**config.mk**
```make
export PLATFORM = sky130hd
export DESIGN_NAME = ext_int_arbiter_flat
export DESIGN_NICKNAME = d
export VERILOG_FILES = /design/src/rtl/ext_int_arbiter_pkg.sv /design/src/rtl/ext_int_arbiter_if.sv /design/src/rtl/ext_int_prio_tree.sv /design/src/rtl/ext_int_arbiter.sv /design/src/flat_wrapper.sv
export SDC_FILE = /design/constraint.sdc
export NUM_CORES = 1
export LEC_CHECK = 0
export ABC_AREA = 1
export CAP_MARGIN = 20
export CORE_MARGIN = 5
export CORE_UTILIZATION = 28
export DETAILED_ROUTE_END_ITERATION = 10
export GPL_TIMING_DRIVEN = 0
export SETUP_SLACK_MARGIN = 0.2
export SYNTH_ARGS = -nofsm -noshare
export SYNTH_HDL_FRONTEND = slang
export SYNTH_SLANG_ARGS = --single-unit
```
**constraint.sdc**
```tcl
create_clock -name clk -period 11.56 [get_ports clk]
set_input_delay 2.312 -clock clk [delete_from_list [all_inputs] [get_ports clk]]
set_output_delay 2.312 -clock clk [all_outputs]
set_load 0.02 [all_outputs]
```
**src/rtl/ext_int_arbiter_pkg.sv**
```systemverilog
// Shared types and register map for the external interrupt arbiter.
package ext_int_arbiter_pkg;

   localparam logic [2:0] AddrPending   = 3'd0;
   localparam logic [2:0] AddrEnable    = 3'd1;
   localparam logic [2:0] AddrEdgeSel   = 3'd2;
   localparam logic [2:0] AddrThreshold = 3'd3;
   localparam logic [2:0] AddrClaim     = 3'd4;
   localparam logic [2:0] AddrPrio      = 3'd5;

   localparam int unsigned CodeBaseDefault = 16;

   typedef logic [2:0] prio_t;
   typedef logic [3:0] src_id_t;

endpackage

```
**src/rtl/ext_int_arbiter_if.sv**
```systemverilog
// Peripheral register bus plus IRQ lines and core-facing interrupt outputs.
interface ext_int_arbiter_if #(
   parameter int unsigned NUM_SRC = 8
);
   logic [NUM_SRC-1:0] irq_src;
   logic               wr_en;
   logic               rd_en;
   logic [2:0]         addr;
   logic [31:0]        wdata;
   logic [31:0]        rdata;
   logic               meip;
   logic [30:0]        custom_int_code;

   modport master (
      output irq_src, wr_en, rd_en, addr, wdata,
      input  rdata, meip, custom_int_code
   );

   modport slave (
      input  irq_src, wr_en, rd_en, addr, wdata,
      output rdata, meip, custom_int_code
   );
endinterface

```
**src/rtl/ext_int_prio_tree.sv**
```systemverilog
// Combinational selector: highest priority among valid entries, ties to the lowest ID.
module ext_int_prio_tree
   import ext_int_arbiter_pkg::*;
#(
   parameter int unsigned NUM_SRC = 8
) (
   input  logic [NUM_SRC-1:0]  valid,
   input  prio_t [NUM_SRC-1:0] prio,
   output src_id_t             win_id
);

   always_comb begin
      prio_t best;
      best   = '0;
      win_id = '0;
      // Ascending scan with strict compare keeps the lowest ID on ties.
      for (int i = 0; i < NUM_SRC; i++) begin
         if (valid[i] && ((win_id == '0) || (prio[i] > best))) begin
            best   = prio[i];
            win_id = src_id_t'(i + 1);
         end
      end
   end

endmodule

```
**src/rtl/ext_int_arbiter.sv**
```systemverilog
// Platform external interrupt controller: synchronises and latches IRQ lines, arbitrates by
// priority and offers claim/complete plus config registers on a small word-addressed bus.
module ext_int_arbiter
   import ext_int_arbiter_pkg::*;
#(
   parameter int unsigned NUM_SRC     = 8,
   parameter int unsigned SYNC_STAGES = 2,
   parameter int unsigned CODE_BASE   = CodeBaseDefault
) (
   input logic              clk,
   input logic              rst_sync_n,
   ext_int_arbiter_if.slave bus
);

   logic [NUM_SRC-1:0] sync_q [SYNC_STAGES];
   logic [NUM_SRC-1:0] s, s_prev_q, edge_det;
   logic [NUM_SRC-1:0] pending_q, pending_d;
   logic [NUM_SRC-1:0] enable_q, edge_sel_q, in_service_q;
   prio_t              thresh_q;
   prio_t [NUM_SRC-1:0] prio_q;
   src_id_t            win_id_q, win_id_d;
   logic [31:0]        rdata_q, rdata_d;

   logic               claim_hit, do_claim, complete_hit;
   logic [NUM_SRC-1:0] claim_mask, complete_mask, eligible;

   always_ff @(posedge clk) begin
      if (!rst_sync_n) begin
         for (int k = 0; k < SYNC_STAGES; k++) sync_q[k] <= '0;
         s_prev_q <= '0;
      end else begin
         sync_q[0] <= bus.irq_src;
         for (int k = 1; k < SYNC_STAGES; k++) sync_q[k] <= sync_q[k-1];
         s_prev_q <= s;
      end
   end

   assign s        = sync_q[SYNC_STAGES-1];
   assign edge_det = s & ~s_prev_q;

   assign claim_hit    = bus.rd_en && (bus.addr == AddrClaim);
   assign do_claim     = claim_hit && (win_id_q != '0);
   assign complete_hit = bus.wr_en && (bus.addr == AddrClaim);

   // Completes of IDs not in service clear nothing, so no explicit in_service gate is needed.
   always_comb begin
      claim_mask    = '0;
      complete_mask = '0;
      eligible      = '0;
      for (int i = 0; i < NUM_SRC; i++) begin
         claim_mask[i]    = do_claim && (win_id_q == src_id_t'(i + 1));
         complete_mask[i] = complete_hit && (bus.wdata == 32'(i + 1));
         eligible[i]      = pending_q[i] && enable_q[i] && !in_service_q[i] && !claim_mask[i]
                            && (prio_q[i] > thresh_q);
      end
   end

   // Edge mode holds until claimed; a same-cycle edge re-sets over the claim.
   assign pending_d = (edge_sel_q & (edge_det | (pending_q & ~claim_mask)))
                    | (~edge_sel_q & s);

   ext_int_prio_tree #(
      .NUM_SRC (NUM_SRC)
   ) u_prio_tree (
      .valid  (eligible),
      .prio   (prio_q),
      .win_id (win_id_d)
   );

   always_comb begin
      rdata_d = '0;
      if (bus.rd_en) begin
         case (bus.addr)
            AddrPending:   rdata_d[NUM_SRC-1:0] = pending_q;
            AddrEnable:    rdata_d[NUM_SRC-1:0] = enable_q;
            AddrEdgeSel:   rdata_d[NUM_SRC-1:0] = edge_sel_q;
            AddrThreshold: rdata_d[2:0]         = thresh_q;
            AddrClaim:     rdata_d[3:0]         = win_id_q;
            AddrPrio: begin
               for (int i = 0; i < NUM_SRC; i++) rdata_d[4*i +: 3] = prio_q[i];
            end
            default: ;
         endcase
      end
   end

   always_ff @(posedge clk) begin
      if (!rst_sync_n) begin
         pending_q    <= '0;
         enable_q     <= '0;
         edge_sel_q   <= '0;
         in_service_q <= '0;
         thresh_q     <= '0;
         prio_q       <= '0;
         win_id_q     <= '0;
         rdata_q      <= '0;
      end else begin
         pending_q    <= pending_d;
         in_service_q <= (in_service_q & ~complete_mask) | claim_mask;
         win_id_q     <= win_id_d;
         rdata_q      <= rdata_d;
         if (bus.wr_en) begin
            case (bus.addr)
               AddrEnable:    enable_q   <= bus.wdata[NUM_SRC-1:0];
               AddrEdgeSel:   edge_sel_q <= bus.wdata[NUM_SRC-1:0];
               AddrThreshold: thresh_q   <= bus.wdata[2:0];
               AddrPrio: begin
                  for (int i = 0; i < NUM_SRC; i++) prio_q[i] <= bus.wdata[4*i +: 3];
               end
               default: ;
            endcase
         end
      end
   end

   assign bus.rdata           = rdata_q;
   assign bus.meip            = (win_id_q != '0);
   assign bus.custom_int_code = 31'(CODE_BASE) + 31'(win_id_q);

endmodule
```
**src/flat_wrapper.sv**
```systemverilog
// flat-port wrapper written by rule: the top's interface ports become plain ports
module ext_int_arbiter_flat import ext_int_arbiter_pkg::*;
#(
   parameter int unsigned NUM_SRC     = 8,
   parameter int unsigned SYNC_STAGES = 2,
   parameter int unsigned CODE_BASE   = CodeBaseDefault
)
  (clk, rst_sync_n, bus_irq_src, bus_wr_en, bus_rd_en, bus_addr, bus_wdata, bus_rdata, bus_meip, bus_custom_int_code);
  ext_int_arbiter_if #(.NUM_SRC(NUM_SRC)) bus_i ();
  input logic clk;
  input logic rst_sync_n;
  input wire logic [$bits(bus_i.irq_src)-1:0] bus_irq_src;
  input wire logic [$bits(bus_i.wr_en)-1:0] bus_wr_en;
  input wire logic [$bits(bus_i.rd_en)-1:0] bus_rd_en;
  input wire logic [$bits(bus_i.addr)-1:0] bus_addr;
  input wire logic [$bits(bus_i.wdata)-1:0] bus_wdata;
  output wire logic [$bits(bus_i.rdata)-1:0] bus_rdata;
  output wire logic [$bits(bus_i.meip)-1:0] bus_meip;
  output wire logic [$bits(bus_i.custom_int_code)-1:0] bus_custom_int_code;
  assign bus_i.irq_src = bus_irq_src;
  assign bus_i.wr_en = bus_wr_en;
  assign bus_i.rd_en = bus_rd_en;
  assign bus_i.addr = bus_addr;
  assign bus_i.wdata = bus_wdata;
  assign bus_rdata = bus_i.rdata;
  assign bus_meip = bus_i.meip;
  assign bus_custom_int_code = bus_i.custom_int_code;
  ext_int_arbiter #(.NUM_SRC(NUM_SRC), .SYNC_STAGES(SYNC_STAGES), .CODE_BASE(CODE_BASE)) u_core (.clk(clk), .rst_sync_n(rst_sync_n), .bus(bus_i));
endmodule
```
; ---- After elaboration in Yosys (flattened, before gate mapping)
; Memory sizes are Yosys's and may differ from the RTL's.
; Index checks and enable logic that the tools add are counted.
[totals]
register_bits = 103
mem_bits_rw = 16
input_bits = 47
output_inout_bits = 64
wordCells = 192
n_memories = 1
[op_classes]
n_addsub = 1
n_lt_le_gt_ge = 15
eq_ne = 21
n_mux = 23
bitwise_logic = 15
n_reduce_logical = 97
[mem_list]
columns = memory, depth, width, rd, rd_clocked_by_memory_dff, write_ports, line
row1 = u_core.sync_q, 2, 8, 2, 0, 2, ext_int_arbiter.sv:15  ; logic [NUM_SRC-1:0] sync_q [SYNC_STAGES];
[op_table]
columns = cell, count
row1 = 32-bit by 3-bit == test with 1-bit output (second input constant), 4
row2 = 32-bit by 2-bit == test with 1-bit output (second input constant), 2
row3 = 1-bit logical AND, 58
row4 = 3-bit greater-than comparator, 15
row5 = 8-bit bitwise AND, 5
row6 = 32-bit by 1-bit == test with 1-bit output (second input constant), 1
row7 = 32-bit by 4-bit == test with 1-bit output (second input constant), 1
row8 = 8-bit inverter, 4
row9 = 4-bit logical NOT, 7
row10 = 4-bit 2-to-1 mux, 6
row11 = 8-bit OR, 3
row12 = 3-bit 2-to-1 mux, 7
row13 = 3-bit one-hot mux with 6 select lines, 1
row14 = 4-bit by 3-bit == test with 1-bit output (second input constant), 4
row15 = 1-bit logical NOT, 16
row16 = 8-bit 2-to-1 mux, 2
row17 = 3-bit one-hot mux with 4 select lines, 1
row18 = 2-bit AND reduction, 5
row19 = 4-bit by 2-bit == test with 1-bit output (second input constant), 2
row20 = 1-bit logical OR, 7
row21 = 5-bit by 4-bit adder with 6-bit output (first input constant), 1
row22 = 3-bit by 2-bit == test with 1-bit output (second input constant), 2
row23 = 3-bit == test (second input constant), 2
row24 = 4-bit by 1-bit == test with 1-bit output (second input constant), 1
row25 = 12 further kinds, 15

; ---- Depth between registers and ports, before layout
; Gate-level depths: netlist (run 1).
[logic_depth]
depth_word = 36
depth_mapped = 69
ltp_nobuf = 69

; ---- Cells and area by module
; A second synthesis (run 1) with hierarchy kept.
[hier_totals]
hier_cells = 841
hier_area_um2 = 6017.0
[modules_own_cells]
columns = module, n_inst, cells_each, area_per_inst_um2, seq_area_each_um2
row1 = ext_int_arbiter, 1, 662, 4961.0, 2262.2
row2 = ext_int_prio_tree, 1, 179, 1056.0, 0.0

; ---- Worst setup path after synthesis (run 1)
; Ideal clock, no wire load.
[synth_path]
path_type = input to register
start = input port bus_addr[1]
end = register u_core.win_id_q[0]
setup_ns = 0.115
t_arrival_ns = 8.991
t_required_ns = 11.445
slack_ns = 2.454
cell_stages = 63
n_path_buf = 0
cell_sequence = nor2_2 > nand2_4 > nor2_8 > nand3_4 > nand2_4 > nor2_1 > inv_1 > ha_1 > a21oi_1 > nand2_1 > nand2_1 > nand3_2 > nand2_4 > nand2_1 > nand2_1 > inv_1 > ha_1 > a21oi_1 > [... 27 more ...] > nand3_1 > o21ai_1 > ha_1 > nand2_1 > o21ai_0 > nand2_1 > nand2_4 > nand2_4 > nand2_1 > o21ai_1 > ha_1 > nand2_1 > o21ai_0 > nand2_1 > nand2_1 > nand2_2 > nand2_2 > nor2_1
[synth_via]
elab_chain_cells = 36
elab_cells_between_ends = 78
cone_classes = order compare: 7 / eq/ne: 1 / mux: 14 / reduce/logical: 56
[synth_lines]
columns = item, line
row1 = "start, declared", flat_wrapper.sv:15  ; input wire logic [$bits(bus_i.addr)-1:0] bus_addr;
row2 = 3-bit == test *, ext_int_arbiter.sv:41  ; assign claim_hit = bus.rd_en && (bus.addr == AddrClaim);
row3 = 1-bit logical AND *, ext_int_arbiter.sv:41
row4 = 1-bit logical AND *, ext_int_arbiter.sv:42  ; assign do_claim = claim_hit && (win_id_q != '0);
row5 = 1-bit logical AND, ext_int_arbiter.sv:51  ; claim_mask[i] = do_claim && (win_id_q == src_id_t'(i + 1));
row6 = 1-bit logical NOT, ext_int_arbiter.sv:53  ; eligible[i] = pending_q[i] && enable_q[i] && !in_service_q[i] && !claim_mask[i]
row7 = 1-bit logical AND, ext_int_arbiter.sv:53
row8 = 1-bit logical AND, ext_int_arbiter.sv:54  ; && (prio_q[i] > thresh_q);
row9 = 3-bit 2-to-1 mux / 1-bit 2-to-1 mux (equally long branches), ext_int_prio_tree.sv:18  ; if (valid[i] && ((win_id == '0) || (prio[i] > best))) begin
row10 = [... 20 more ...], n/a
row11 = 3-bit greater-than comparator / 4-bit logical NOT (equally long branches), ext_int_prio_tree.sv:18
row12 = 1-bit logical OR, ext_int_prio_tree.sv:18
row13 = 1-bit logical AND, ext_int_prio_tree.sv:18
row14 = 3-bit 2-to-1 mux / 4-bit 2-to-1 mux (equally long branches), ext_int_prio_tree.sv:18
row15 = 3-bit greater-than comparator / 4-bit logical NOT (equally long branches), ext_int_prio_tree.sv:18
row16 = 1-bit logical OR, ext_int_prio_tree.sv:18
row17 = 1-bit logical AND, ext_int_prio_tree.sv:18
row18 = 2-bit OR reduction (no source line), n/a
row19 = "end signal, assigned", ext_int_arbiter.sv:100  ; win_id_q <= win_id_d;
row20 = "end, declared", ext_int_arbiter.sv:21  ; src_id_t win_id_q, win_id_d;
; Mark *: on every way between the ends. The rest lies on a longest branch, timed or not.
; A chain may end at the register's enable or synchronous reset.

; ---- Worst setup path in the final report (run 1)
[layout_path]
start = input port bus_addr[1]
end = register u_core.win_id_q[2]
; Same word-level chain as after synthesis.

==> results of run 1 <==
-- final timing paths --
check / startpoint / endpoint / slack [ns] / cells past startpoint
worst min-delay path: u_core.sync_q[0][3] / u_core.sync_q[0][11] / 0.41 / 2
worst max-delay path: bus_addr[1] / u_core.win_id_q[2] / 1.21 / 66
worst max register to register: u_core.thresh_q[2] / u_core.win_id_q[2] / 2.61 / 66
worst min register to register: u_core.sync_q[0][3] / u_core.sync_q[0][11] / 0.41 / 2
-- cells by family (layout without fill, tap and decap cells) --
group	count (synthesis)	after routing	share of synthesized area
adders and majority gates	41	41	0.0877
AOI/OAI and AO/OA	161	161	0.156
and+or+nand+nor	297	297	0.250
DFF	113	113	0.387
buffers and inverters	151	257	0.119
other	2	33	0.00128
-- critical path, delay by kind of cell --
family          cells  cell delay, ns
simple gates       44            3.94
fa+ha+maj           7            2.09
compound gates     11            1.64
buf+inv             4            0.64
-- report_power, final --
group	leakage (nW)	switching, mW	internal, mW
clock	0.285	0.178	0.340
sequential	0.918	0.00638	0.400
combinational	2.16	0.0569	0.0401
-- layout make-up --
cell class	instances	area, um^2	share of cell area
Buffer	50	312	0.0408
Clock buffer	20	447	0.0585
Clock inverter	11	139	0.0182
Inverter	101	382	0.0500
Multi-Input combinational cell	532	3010	0.394
Sequential cell	113	2260	0.296
Tap cell	270	338	0.0442
Timing Repair Buffer	75	751	0.0983
-- state kept, by name (all words and copies together), names as in the netlist --
register / flops
u_core.sync_q: 16
u_core.s_prev_q: 8
u_core.enable_q: 8
u_core.bus.rdata: 26
u_core.pending_q: 8
u_core.thresh_q: 3
u_core.edge_sel_q: 8
u_core.in_service_q: 8
u_core.win_id_q: 4
u_core.prio_q: 24
-- Yosys cell counts (all sizes together) --
cell type and instances:
nor2 74, a221oi 7, nand3b 2, conb 2, o21ai 68, dfxtp 113
inv 100, clkinv 1, nand2 149, a21oi 65, o31ai 4, nor3 1
a31oi 3, clkbuf 16, a211oi 1, o211ai 1, nand4 12, ha 41
a22oi 2, buf 34, o22ai 6, a41o 3, a311oi 1, nor4 7
nand3 52
-- routing by layer --
metal | vias to the layer above | GRT usage | share of wire | wire length, um
met5 | - | 0 | 0 | 0
met2 | 186 | 0.222 | 0.44 | 7500
met4 | 0 | 0.0492 | 0.018 | 306
met3 | 20 | 0.0405 | 0.087 | 1470
li1 | 2737 | - | - | -
met1 | 2434 | 0.193 | 0.45 | 7690
==> results.json, run 1 <==
{
  "hold_path_class": "flip-flop to flip-flop",
  "yosysUniqueCellTypes": 37,
  "rows": 52,
  "crit_path_top_delay_cell": "clkdlybuf4s50_1",
  "cap_violations": 0,
  "worst_slack_ns": 1.21,
  "rsz0062_at_grt": "false",
  "yosys_warnings": 0,
  "antenna_found_initial": 1,
  "die_w_um": 155,
  "ant_nets": 0,
  "drc": 0,
  "yosysSeqAreaShare": 0.387,
  "grtUsageTotal": 0.143,
  "drive_gt1_frac": 0.122,
  "fin_area_um2": 7640,
  "grt_pass1_wl_um": 26900,
  "crit_top_cell": "nand2_1",
  "holdBufCountCts": 0,
  "grt_max_degree": 17,
  "cp.arrival_ns": 10.70,
  "place_congestion": 0.915,
  "final_hold_viol_count": 0,
  "hold_slack_ns": 0.410,
  "h-tree-depth": 4,
  "numClockSinks": 113,
  "drtIter0Drc": 382,
  "initial_utilization": 0.286,
  "crit_type": "input port to flip-flop",
  "nets": 978,
  "place_area_um2": 7050,
  "required_ns": 11.91,
  "max-vdd-ir-drop_mv": 0.107,
  "crit_path_end_kind": "flip-flop",
  "fin_tns_setup_ns": 0,
  "cts_tree": "done",
  "clock.fmax_ghz": 0.0966,
  "final_util": 0.374,
  "mostFrequentLayoutCell": "nand2_1",
  "grt_overflow_total": 0,
  "routedWlPerCell_um": 14.5,
  "dpl.cell_count": 1141,
  "relSlewSlack": 0.532,
  "final_cells": 1172,
  "area_growth_syn_to_layout_pct": 30.6,
  "leakage_nw": 3.37,
  "synth_top_area_share": 0.387,
  "die-area_um2": 23900,
  "vias_per_cell": 4.59,
  "synth_top_cell_by_area": "dfxtp_1",
  "pre_cts_slack_ns": 0.797,
  "slowest_delay_ns": 0.47,
  "setup_viol": 0,
  "worstSetupStartpointType": "input port",
  "ios": 111,
  "first_pass_iters": 5,
  "clk_latency_ns": 0.43,
  "min_period_ns": 10.35,
  "mostFrequentLayoutCells": "nand2_1, dfxtp_1, inv_1",
  "grt_pass1_vias": 5087,
  "outcome": "complete, no violations",
  "p_per_area_nw_per_um2": 134,
  "power_mw": 1.02,
  "core-area_um2": 20400,
  "synthTopCellsByArea": "dfxtp_1, ha_1, nand2_1",
  "portBuffers": 75,
  "skew_ns": 0.0167,
  "drv_slew": 0,
  "wirelength_um": 17000,
  "cts_resized": 0,
  "vias": 5377,
  "cts_setup_buffers": 0,
  "die_h_um": 155,
  "tightest_slew_ns": 0.701,
  "crit_path_max_fanout": 10,
  "cts.reportedPaths.clkPinSlew_ns": 0.05,
  "synthCells": 765,
  "root_buffer": "clkbuf_16",
  "insertedDiodeCount": 0,
  "clockBufferDepth": 2,
  "syn-cell-area_um2": 5850,
  "fillers": 2139,
  "numCtsBuffers": 17,
  "synth_area_per_cell_um2": 7.65,
  "hpwl_um": 13200,
  "post-route-period-util": 0.895,
  "ys_seq_elements": 113
}
No activity file was read; power rests on OpenSTA's default activity.
==> run 2, diff against run 1 <==
--- a/config.mk
+++ b/config.mk
@@ -6,12 +6,12 @@
 export NUM_CORES = 1
 export LEC_CHECK = 0
 export ABC_AREA = 1
-export CAP_MARGIN = 20
 export CORE_MARGIN = 5
 export CORE_UTILIZATION = 28
 export DETAILED_ROUTE_END_ITERATION = 10
 export GPL_TIMING_DRIVEN = 0
 export SETUP_SLACK_MARGIN = 0.2
+export SKIP_LAST_GASP = 1
 export SYNTH_ARGS = -nofsm -noshare
 export SYNTH_HDL_FRONTEND = slang
 export SYNTH_SLANG_ARGS = --single-unit
==> results of run 2 <==
Final layout, timing and power as in run 1 (identical DEF).
==> run 3, diff against run 2 <==
--- a/config.mk
+++ b/config.mk
@@ -10,6 +10,7 @@
 export CORE_UTILIZATION = 28
 export DETAILED_ROUTE_END_ITERATION = 10
 export GPL_TIMING_DRIVEN = 0
+export HOLD_SLACK_MARGIN = 0.08
 export SETUP_SLACK_MARGIN = 0.2
 export SKIP_LAST_GASP = 1
 export SYNTH_ARGS = -nofsm -noshare
==> constraint.sdc (replaced) <==
create_clock -name clk -period 8.55 [get_ports clk]
set_input_delay 0.855 -clock clk [delete_from_list [all_inputs] [get_ports clk]]
set_output_delay 0.855 -clock clk [all_outputs]
set_load 0.02 [all_outputs]
==> run 3 against run 2 <==
Compared with the run above: worst setup slack got worse by 0.61 ns; critical path type is now flip-flop to flip-flop; via count grew 2.5%; routed wire length up 4.8%; clock power is 35% higher; power increased by 36%; clock skew decreased by 0.00092 ns; critical path depth increased by 1; hold slack barely moved; sequential power increased by 35%; die area is the same.
==> results.json, run 3 (synthesis gave the netlist of run 1 again) <==
{
  "setup_viol": 0,
  "die_h_um": 155,
  "crit_buf_inv": 3,
  "outcome": "complete, no violations",
  "core-area_um2": 20400,
  "h-tree-depth": 4,
  "numCtsBuffers": 17,
  "drive_gt1_frac": 0.200,
  "cts_tree": "done",
  "p_per_area_nw_per_um2": 171,
  "grt_pass1_vias": 5131,
  "skew_ns": 0.0158,
  "portBuffers": 75,
  "fin_area_um2": 8140,
  "rows": 52,
  "routedWlPerCell_um": 14.8,
  "nets": 1005,
  "worstSetupStartpointType": "flip-flop",
  "post-route-period-util": 0.930,
  "grt_overflow_total": 0,
  "slowest_delay_ns": 0.35,
  "place_area_um2": 7050,
  "cts.reportedPaths.clkPinSlew_ns": 0.06,
  "hpwl_um": 13200,
  "leakage_nw": 3.55,
  "holdPathStages": 2,
  "area_growth_syn_to_layout_pct": 39.2,
  "cap_violations": 0,
  "grtUsageTotal": 0.145,
  "rsz0062_at_grt": "true",
  "clock.fmax_ghz": 0.126,
  "crit_type": "flip-flop to flip-flop",
  "cp.arrival_ns": 8.30,
  "numClockSinks": 113,
  "drc": 0,
  "antenna_found_initial": 2,
  "crit_path_max_fanout": 6,
  "worst-r2r-setup-slack_ns": 0.60,
  "root_buffer": "clkbuf_16",
  "relSlewSlack": 0.524,
  "clockBufferDepth": 2,
  "die-area_um2": 23900,
  "crit_path_top_delay_cell": "dfxtp_2",
  "tightest_slew_ns": 0.715,
  "grt_pass1_wl_um": 27200,
  "required_ns": 8.90,
  "path_delay_family": "simple AND/OR/NAND/NOR gates",
  "r2r_start": "u_core.thresh_q[2]",
  "min_period_ns": 7.95,
  "ant_nets": 0,
  "first_pass_iters": 5,
  "crit_path_end_kind": "flip-flop",
  "final_hold_viol_count": 0,
  "vias_per_cell": 4.59,
  "mostFrequentLayoutCells": "nand2_1, dfxtp_1, inv_1",
  "worstReg2RegEnd": "u_core.win_id_q[1]",
  "ios": 111,
  "initial_utilization": 0.286,
  "ff2ff_path_depth": 67,
  "clk_latency_ns": 0.42,
  "place_congestion": 0.915,
  "hp-start": "u_core.sync_q[0][3]",
  "max-vdd-ir-drop_mv": 0.144,
  "vias": 5510,
  "mostFrequentLayoutCell": "nand2_1",
  "wirelength_um": 17800,
  "hold_end": "u_core.sync_q[0][11]",
  "fillers": 2067,
  "grt_max_degree": 17,
  "drv_slew": 0,
  "fin_tns_setup_ns": 0,
  "hold_path_class": "flip-flop to flip-flop",
  "largest_reg_flops": 26,
  "die_w_um": 155,
  "drtIter0Drc": 385
}
[run 3: layout make-up]
cell class	count	area [um^2]	share of cell area
buffer	50	312	0.0383
clock buffer	20	447	0.0548
timing repair buffer	102	955	0.117
multi-input combinational	532	3290	0.404
tap	270	338	0.0415
clock inverter	11	139	0.0171
sequential	113	2270	0.279
inverter	101	392	0.0481
antenna	1	2.50	0.000307
[run 3: worst max-delay path by stage]
stage	from	endpoint	slack (ns)	cells after the start
2_1_floorplan	bus_addr[1]	u_core.win_id_q[0]	0.90	63
3_3_place_gp	bus_addr[1]	u_core.win_id_q[2]	-0.52	61
3_5_place_dp	bus_addr[1]	u_core.win_id_q[2]	-0.76	66
4_1_cts	bus_rd_en	u_core.win_id_q[2]	0.21	67
5_1_grt	u_core.thresh_q[2]	u_core.win_id_q[1]	0.002	68
6_report	u_core.thresh_q[2]	u_core.win_id_q[1]	0.60	67
[run 3: power by group]
group	switching, mW	internal (mW)	total (mW)	leakage [nW]
registers	0.00942	0.540	0.550	0.920
clock network	0.242	0.460	0.703	0.285
logic	0.0799	0.0591	0.139	2.35
[run 3: timing repair]
action                     in CTS  in global routing
hold buffers                    0                  0
pin swaps                       2                 57
setup endpoints to repair       4                  4
buffers inserted                6                 21
gates resized for setup        10                 65
[run 3: per-layer routing]
layer	vias to the layer above	GRT usage	wire (um)
li1	2796	-	-
met1	2511	0.195	8250
met2	180	0.222	7910
met3	23	0.0405	1290
met4	0	0.0500	343
met5	-	0	0
[run 3: stage by stage]
step	hold WS (ns)	setup slack, ns	total power [mW]	utilization	instances
2_1_floorplan	0.390	0.901	0.641	-	796
3_3_place_gp	0.393	-0.522	0.688	0.345	1141
3_5_place_dp	0.398	-0.756	0.690	0.345	1141
4_1_cts	0.412	0.211	1.40	0.377	1178
5_1_grt	0.426	0.00203	1.45	0.399	1200
6_report	0.410	0.598	1.39	0.399	1200
[run 3: worst register-to-register path, delay by kind of cell, from the launching register on]
| family | cells | cell delay, ns |
|---|---|---|
| DFF | 1 | 0.35 |
| adders and majority gates | 8 | 2.29 |
| AOI/OAI and AO/OA | 10 | 1.09 |
| buffers and inverters | 3 | 0.22 |
| and+or+nand+nor | 46 | 3.93 |
